==> config.mk <==
export PLATFORM = sky130hd
export DESIGN_NAME = ram_writer
export DESIGN_NICKNAME = d
export VERILOG_FILES = /design/src/rtl/ram_writer_pkg.sv /design/src/rtl/ram_sp_1w1r.sv /design/src/rtl/ram_writer.sv
export SDC_FILE = /design/constraint.sdc
export NUM_CORES = 2
export LEC_CHECK = 0
export CAP_MARGIN = 20
export CELL_PAD_IN_SITES_DETAIL_PLACEMENT = 1
export CELL_PAD_IN_SITES_GLOBAL_PLACEMENT = 1
export CORE_ASPECT_RATIO = 1.75
export CORE_UTILIZATION = 55
export DETAILED_ROUTE_END_ITERATION = 8
export HOLD_SLACK_MARGIN = 0.02
export PLACE_DENSITY = 0.78
export SYNTH_ARGS = -nofsm -noshare
export SYNTH_HDL_FRONTEND = slang
export SYNTH_HIERARCHICAL = 1
export SYNTH_SLANG_ARGS = --single-unit
==> constraint.sdc <==
create_clock -name clk -period 7.85 [get_ports clk]
set_input_delay 2.355 -clock clk [delete_from_list [all_inputs] [get_ports clk]]
set_output_delay 2.355 -clock clk [all_outputs]
set_load 0.01 [all_outputs]
==> src/rtl/ram_writer_pkg.sv <==
// ram_writer_pkg: shared defaults and the fill state machine encoding for
// the sequential RAM writer.
package ram_writer_pkg;

  localparam int DEFAULT_DEPTH  = 100;
  localparam int DEFAULT_WIDTH  = 32;
  localparam int DEFAULT_ADDR_W = 8;

  typedef enum logic [1:0] {
    CLEAR = 2'd0,
    FILL  = 2'd1,
    FULL  = 2'd2
  } state_t;

endpackage

==> src/rtl/ram_sp_1w1r.sv <==
// ram_sp_1w1r: DEPTH x WIDTH storage with one synchronous write port and one
// combinational read port. Contents are never reset; the owner is expected
// to clear it explicitly.
module ram_sp_1w1r
  import ram_writer_pkg::*;
#(
  parameter int DEPTH = DEFAULT_DEPTH,
  parameter int WIDTH = DEFAULT_WIDTH,
  parameter int AW    = (DEPTH > 1) ? $clog2(DEPTH) : 1
) (
  input  logic             clk,
  input  logic             we,
  input  logic [AW-1:0]    waddr,
  input  logic [WIDTH-1:0] wdata,
  input  logic [AW-1:0]    raddr,
  output logic [WIDTH-1:0] rdata
);

  logic [WIDTH-1:0] mem [DEPTH];

  // Store one word per clock when the write enable is high.
  always_ff @(posedge clk) begin
    if (we) begin
      mem[waddr] <= wdata;
    end
  end

  assign rdata = mem[raddr];

endmodule

==> src/rtl/ram_writer.sv <==
// ram_writer: fills a DEPTH-word memory at sequential addresses through a
// valid/ready port, after first zeroing it one word per cycle. Define
// RAM_WRITER_WRAP_EN to make the write address wrap so writing never stops
// (the oldest words are overwritten and full stays high once reached).
module ram_writer
  import ram_writer_pkg::*;
#(
  parameter int DEPTH  = DEFAULT_DEPTH,
  parameter int WIDTH  = DEFAULT_WIDTH,
  parameter int ADDR_W = DEFAULT_ADDR_W
) (
  input  logic              clk,
  input  logic              reset,
  input  logic              wr_valid,
  input  logic [WIDTH-1:0]  wr_data,
  output logic              wr_ready,
  input  logic              clear,
  output logic              busy,
  output logic              full,
  output logic [ADDR_W-1:0] count,
  input  logic [ADDR_W-1:0] rd_addr,
  output logic [WIDTH-1:0]  rd_data
);

  localparam int IDX_W = (DEPTH > 1) ? $clog2(DEPTH) : 1;
  localparam logic [ADDR_W-1:0] LAST = ADDR_W'(DEPTH - 1);
`ifdef RAM_WRITER_WRAP_EN
  localparam logic [ADDR_W-1:0] CNT_MAX = ADDR_W'(DEPTH);
`endif

  state_t            state;
  logic [ADDR_W-1:0] clr_addr;
  logic [ADDR_W-1:0] wr_addr;
  logic              mem_we;
  logic [IDX_W-1:0]  mem_addr;
  logic [WIDTH-1:0]  mem_wdata;
  logic [WIDTH-1:0]  mem_rdata;

  assign wr_ready = (state == FILL);
  assign busy     = (state == CLEAR);

  // Steer the single write port: zeroes while clearing, producer data on a
  // handshake; a simultaneous clear drops the handshake.
  always_comb begin
    mem_we    = 1'b0;
    mem_addr  = wr_addr[IDX_W-1:0];
    mem_wdata = wr_data;
    if (state == CLEAR) begin
      mem_we    = 1'b1;
      mem_addr  = clr_addr[IDX_W-1:0];
      mem_wdata = '0;
    end else if (state == FILL && wr_valid && !clear) begin
      mem_we = 1'b1;
    end
  end

  // Clear/fill state machine with its address pointers, count and full flag.
  always_ff @(posedge clk or negedge reset) begin
    if (!reset) begin
      state    <= CLEAR;
      clr_addr <= '0;
      wr_addr  <= '0;
      count    <= '0;
      full     <= 1'b0;
    end else if (clear) begin
      state    <= CLEAR;
      clr_addr <= '0;
      wr_addr  <= '0;
      count    <= '0;
      full     <= 1'b0;
    end else begin
      case (state)
        CLEAR: begin
          if (clr_addr == LAST) begin
            state    <= FILL;
            clr_addr <= '0;
            wr_addr  <= '0;
            count    <= '0;
          end else begin
            clr_addr <= clr_addr + 1'b1;
          end
        end
        FILL: begin
          if (wr_valid) begin
`ifdef RAM_WRITER_WRAP_EN
            wr_addr <= (wr_addr == LAST) ? '0 : wr_addr + 1'b1;
            if (count != CNT_MAX) begin
              count <= count + 1'b1;
            end
            if (count == LAST) begin
              full <= 1'b1;
            end
`else
            count <= count + 1'b1;
            if (wr_addr == LAST) begin
              state <= FULL;
              full  <= 1'b1;
            end else begin
              wr_addr <= wr_addr + 1'b1;
            end
`endif
          end
        end
        FULL: begin
          state <= FULL;
        end
        default: begin
          state <= CLEAR;
        end
      endcase
    end
  end

  ram_sp_1w1r #(
    .DEPTH (DEPTH),
    .WIDTH (WIDTH),
    .AW    (IDX_W)
  ) u_ram (
    .clk   (clk),
    .we    (mem_we),
    .waddr (mem_addr),
    .wdata (mem_wdata),
    .raddr (rd_addr[IDX_W-1:0]),
    .rdata (mem_rdata)
  );

  assign rd_data = (rd_addr <= LAST) ? mem_rdata : '0;

endmodule

; ---- After elaboration in Yosys (flattened, before gate mapping)
; Memory sizes are Yosys's and may differ from the RTL's.
; Cells that the tools add are included.
[classes]
add_sub_neg = 3
magnitude_cmp = 1
n_eq_ne = 8
muxes = 27
reduce_logical = 13
[op_table]
columns = cell, count
row1 = $mux W8, 9
row2 = $mux W32, 2
row3 = $pmux W8 S2, 2
row4 = $add A8 B1 Y8 const B, 3
row5 = $eq A8 B7 Y1 const B, 2
row6 = $reduce_and A3 Y1, 3
row7 = $le A8 B7 Y1 const B, 1
row8 = $mux W1, 8
row9 = $mux W2, 4
row10 = $reduce_bool A2 Y1, 4
row11 = $mux W7, 1
row12 = $ne A3 B2 Y1 const B, 2
row13 = $pmux W2 S3, 1
row14 = $reduce_and A4 Y1, 1
row15 = $ne A3 B1 Y1 const B, 1
row16 = $ne A3 B3 Y1 const B, 1
row17 = $reduce_bool A3 Y1, 1
row18 = $eq A2 B1 Y1 const B, 1
row19 = $eq A2 B2 Y1 const B, 1
row20 = $logic_and A1 B1 Y1, 2
row21 = $logic_not A2 Y1, 1
row22 = $logic_not A1 Y1, 1
[totals]
ff_bits = 27
mem_bits_rw = 3200
out_inout_bits = 43
wordCells = 58
mem_count = 1
[memory_table]
columns = name, words, word_bits, rd, rd_clocked_by_memory_dff, wr, line_no
row1 = u_ram.mem, 100, 32, 1, 0, 1, ram_sp_1w1r.sv:19  ; logic [WIDTH-1:0] mem [DEPTH];

; ---- Depth between registers and ports, before layout
[depth]
ltp_word = 7
mapped_depth = 12

; ---- Modules after synthesis
; The synthesis kept the hierarchy.
[by_module_without_submodules]
columns = module, instances, cells_each, area_each_um2, seq_area_each_um2
row1 = ram_sp_1w1r, 1, 5470, 122276.0, 96092.2
row2 = ram_writer, 1, 238, 2073.2, 675.6

; ---- Least setup slack after synthesis
; No wires, ideal clock.
[synth_path]
kind = input-to-output
start = in rd_addr[2]
end = out rd_data[27]
arrival_time_ns = 4.267
t_required_ns = 5.495
path_slack_ns = 1.228
path_stages = 9
n_path_buf = 3
path_cell_list = buf_4 -> buf_2 -> clkbuf_1 -> mux4_2 -> a22oi_1 -> nand4_1 -> a221oi_1 -> o21ai_1 -> and2_1
[synth_via]
elab_chain_cells = 2
elab_cells_between_ends = 3
cone_classes = order compare: 1 / mux: 1 / memory: 1
[synth_rtl]
columns = element, line_no
row1 = from (decl), ram_writer.sv:21  ; input logic [ADDR_W-1:0] rd_addr,
row2 = $mem_v2 Z100 W32, --
row3 = via mem_rdata[27], ram_writer.sv:37  ; logic [WIDTH-1:0] mem_rdata;
row4 = $mux W32, ram_writer.sv:127  ; assign rd_data = (rd_addr <= LAST) ? mem_rdata : '0;
row5 = to (decl), ram_writer.sv:22  ; output logic [WIDTH-1:0] rd_data
; The timed path passes the listed nets, and every way through them passes these cells.

; ---- Worst setup path in the final report
[layout_path]
start = in rd_addr[0]
end = out rd_data[9]
; The elaborated chain is that of the path after synthesis.

==> flow_metrics.tcl <==
set metrics [dict create \
    portBuffers 86 \
    synth_adder_area_share_pct 0.05031 \
    placed_area_sq_mm 0.1350 \
    slew_viol_final 0 \
    io_pins 87 \
    wirelength_um 481800 \
    fmax_mhz 120.0 \
    vias_per_cell 7.644 \
    routedWlPerCell_um 49.83 \
    cts_buffer_depth 4 \
    cpPeakStageDelay_ps 770 \
    gp_congestion 0.9354 \
    async_flop_share_pct 0.8367 \
    finalSetupViolations 22 \
    via_count 73914 \
    synthToLayoutAreaGrowth_pct 17.45 \
    synthFlopType "edfxtp_1" \
    netlist_area_sq_mm 0.1243 \
    power_leakage_uw 0.04769 \
    cts_tree "yes" \
    violations "setup timing" \
    die_w_um 361.4 \
    grt_pass1_vias 72472 \
    worstPathArrival_ps 5980 \
    die_y_um 631.0 \
    synth_top_family_by_area "multiplexers" \
    drive_gt1_share_pct 32.61 \
    rsz0062_at_grt "true" \
    grt.overflow.total 0 \
    status "finished with violations" \
    path_class "input pin to output pin" \
    ant_nets 0 \
    grt_pass1_wl_um 611800 \
    setup_ws_ps -482.9 \
    critPathLaunchType "input pin" \
    p_total_uw 41250 \
    seq_area_frac_synth_pct 77.82 \
    antenna_found_initial 58 \
    synth_edf_count 3200 \
    finalNetCount 6583 \
    path_clk_slew_ps 60 \
    cts_sinks 3227 \
    skew_ps 74.24 \
    critPathMostFrequentCell "buf_4" \
    cts_buffers 284 \
    yosys.area_share.simple_pct 2.407 \
    core-area_sq_mm 0.2245 \
    worstMarginPinSlew_ps 1376 \
    root_buffer "clkbuf_16" \
    ys_ff_latch 3227 \
    path_buf_inv 8 \
    syn_area_per_cell_sq_um 21.79 \
    initial_core_util_pct 55.40 \
    yosys-mux-area-fraction_pct 15.24 \
    syn-num-nets 5757 \
    path_delay_family "buffers and inverters" \
    dr.first_iter.drc_count 15154 \
    p_per_area_mw_per_mm2 282.4 \
    ys_warn_count 6 \
    crit_chain "buf_16 > buf_6 > buf_16 > buf_4 > buf_4 > buf_4 > mux2i_1 > a22oi_1 > nand3_1 > o21ai_1 > nor4_4 > buf_4 > nor3_2 > and2_1 > dlygate4sd2_1" \
    synth-compound-area-share_pct 3.039 \
    clock_latency_ps 930 \
    slowest_stage "o21ai_1" \
    track_usage_pct 39.91 \
    peakVddDrop_mv 0.3187 \
    synth_xor_xnor_area_share_pct 0.007043 \
    min-delay-path-class "register to register" \
    finalHoldViolations 0 \
    row_count 230 \
    grt_max_degree 101 \
    dr.pass1.iters 6 \
    design_area_sq_mm 0.1460 \
    cp_data_required_time_ps 5500 \
    die_area_sq_mm 0.2281 \
    ys_types 74 \
    drc 0 \
    drv_cap 0 \
    post-route-period-util_pct 106.2 \
    htreeDepth 5 \
    worstSetupEndpointType "output pin" \
    slew_headroom_pct 8.272 \
    period_needed_ps 8333 \
    hpwl_um 263000 \
    synthCells 5708 \
    cp_max_fo 8 \
]
-- state kept, by name (all words and copies together), names as in the netlist --
name and count:
u_ram/mem 3200, clr_addr 8, count 8, wr_addr 8, state 2, full 1
-- per-layer routing --
metal | up-vias | wire length [um] | track usage (%)
li1 | 25783 | - | -
met1 | 37175 | 136100 | 45.48
met2 | 8560 | 222300 | 63.35
met3 | 2376 | 70690 | 11.23
met4 | 20 | 52650 | 32.13
met5 | - | 140 | 0
-- cells by family after synthesis --
| kind of cell | count (synthesis) |
|---|---|
| AOI/OAI and AO/OA | 542 |
| adders and majority gates | 5 |
| DFF | 3227 |
| buffers and inverters | 324 |
| and+or+nand+nor | 621 |
| xor gates and xnor gates | 1 |
| muxes | 988 |
-- placed cells by master (no fill, tap or decap), drive strengths merged, types with 12 or more instances in the layout --
cell	count
edfxtp	3200
buf	769
mux4	723
clkbuf	354
mux2i	252
a22oi	195
nor2	165
nand2	148
clkinv	117
o21ai	114
nand3	93
clkdlybuf4s50	65
nor2b	60
a221oi	43
and2	40
a21oi	39
nand4	32
nor3	32
a31oi	28
dfrtp	27
o22ai	25
bufinv	21
diode	20
nand2b	18
inv	15
mux2	13
and3	12
o2111ai	12
-- synthesized netlist by cell type, types with 5 or more instances --
master	number	area share, %
edfxtp_1	3200	77
mux4_2	723	13
mux2i_1	252	2.0
a22oi_1	195	1.2
nor2_1	164	0.50
nand2_1	148	0.45
clkbuf_1	127	0.38
o21ai_0	98	0.39
buf_2	97	0.39
nand3_1	93	0.37
nor2b_1	60	0.30
buf_4	44	0.27
a221oi_1	43	0.30
and2_1	40	0.20
a21oi_1	38	0.15
nand4_1	32	0.16
nor3_1	32	0.13
buf_6	30	0.27
a31oi_1	28	0.14
dfrtp_1	27	0.54
o22ai_1	25	0.13
nand2b_1	18	0.091
o21ai_1	16	0.064
buf_1	13	0.039
mux2_2	12	0.11
o2111ai_1	12	0.085
and3_1	11	0.055
o211ai_1	8	0.048
o221ai_1	8	0.056
a2111oi_0	7	0.049
a211oi_1	7	0.042
a22o_1	7	0.049
inv_1	7	0.021
a211o_1	6	0.042
a41oi_1	6	0.042
ha_1	5	0.050
nor4_1	5	0.025
o31ai_1	5	0.030
or2_2	5	0.025
-- worst register-to-register path: cells and delay by family (launching register included) --
| family | cells | cell delay [ps] |
|---|---|---|
| simple gates | 3 | 2610 |
| buf+inv | 3 | 1300 |
| mux | 1 | 610 |
| flops | 1 | 400 |
| fa+ha+maj | 1 | 380 |
-- worst paths after layout --
path                            startpoint                to  slack [ps]  cells past startpoint
worst max-delay path            rd_addr[0]        rd_data[9]        -480                     15
worst min-delay path            wr_addr[7]        wr_addr[7]         490                      1
worst max register to register    state[1]  u_ram/mem[27][8]        2280                      8
worst min register to register  wr_addr[7]        wr_addr[7]         490                      1
max in group asynchronous            reset        wr_addr[3]        5710                      2
min in group asynchronous            reset          count[0]        1860                      2
-- where the power goes --
part / switching [uW] / internal, uW / total (uW) / leakage (uW)
Combinational: 4510 / 1270 / 5780 / 0.0137
Clock: 6820 / 7610 / 14400 / 0.00434
Sequential: 75.5 / 21000 / 21000 / 0.0297
-- final cells by class --
cell class	instances	area, sq um
sequential	3227	96770
fill	17863	78420
multi-input combinational	2157	27850
timing repair buffer	855	8838
clock buffer	350	7599
tap	2900	3628
clock inverter	151	1276
antenna	20	50.05
inverter	9	36.28
-- repair_timing --
item,in CTS,in global routing
gates cloned,4,3
buffers inserted,14,26
pin swaps,17,38
resized for setup,130,168
hold buffers,0,0
endpoints found under the setup margin,31,30
-- per-stage QoR --
stage | hold slack, ps | cells | setup slack [ps] | util [%] | TNS (ps)
after CTS | 482.4 | 9612 | 0.8904 | 64.46 | 0
after floorplan | 445.6 | 5708 | 1228 | - | 0
after global placement | 457.3 | 9089 | -679.0 | 60.12 | -6055
final | 492.3 | 9669 | -482.9 | 65.06 | -4013
after detailed placement | 472.8 | 9093 | -744.2 | 60.15 | -7155
after global routing | 526.6 | 9652 | -398.4 | 65.04 | -2832
(Power assumes the default switching activity.)
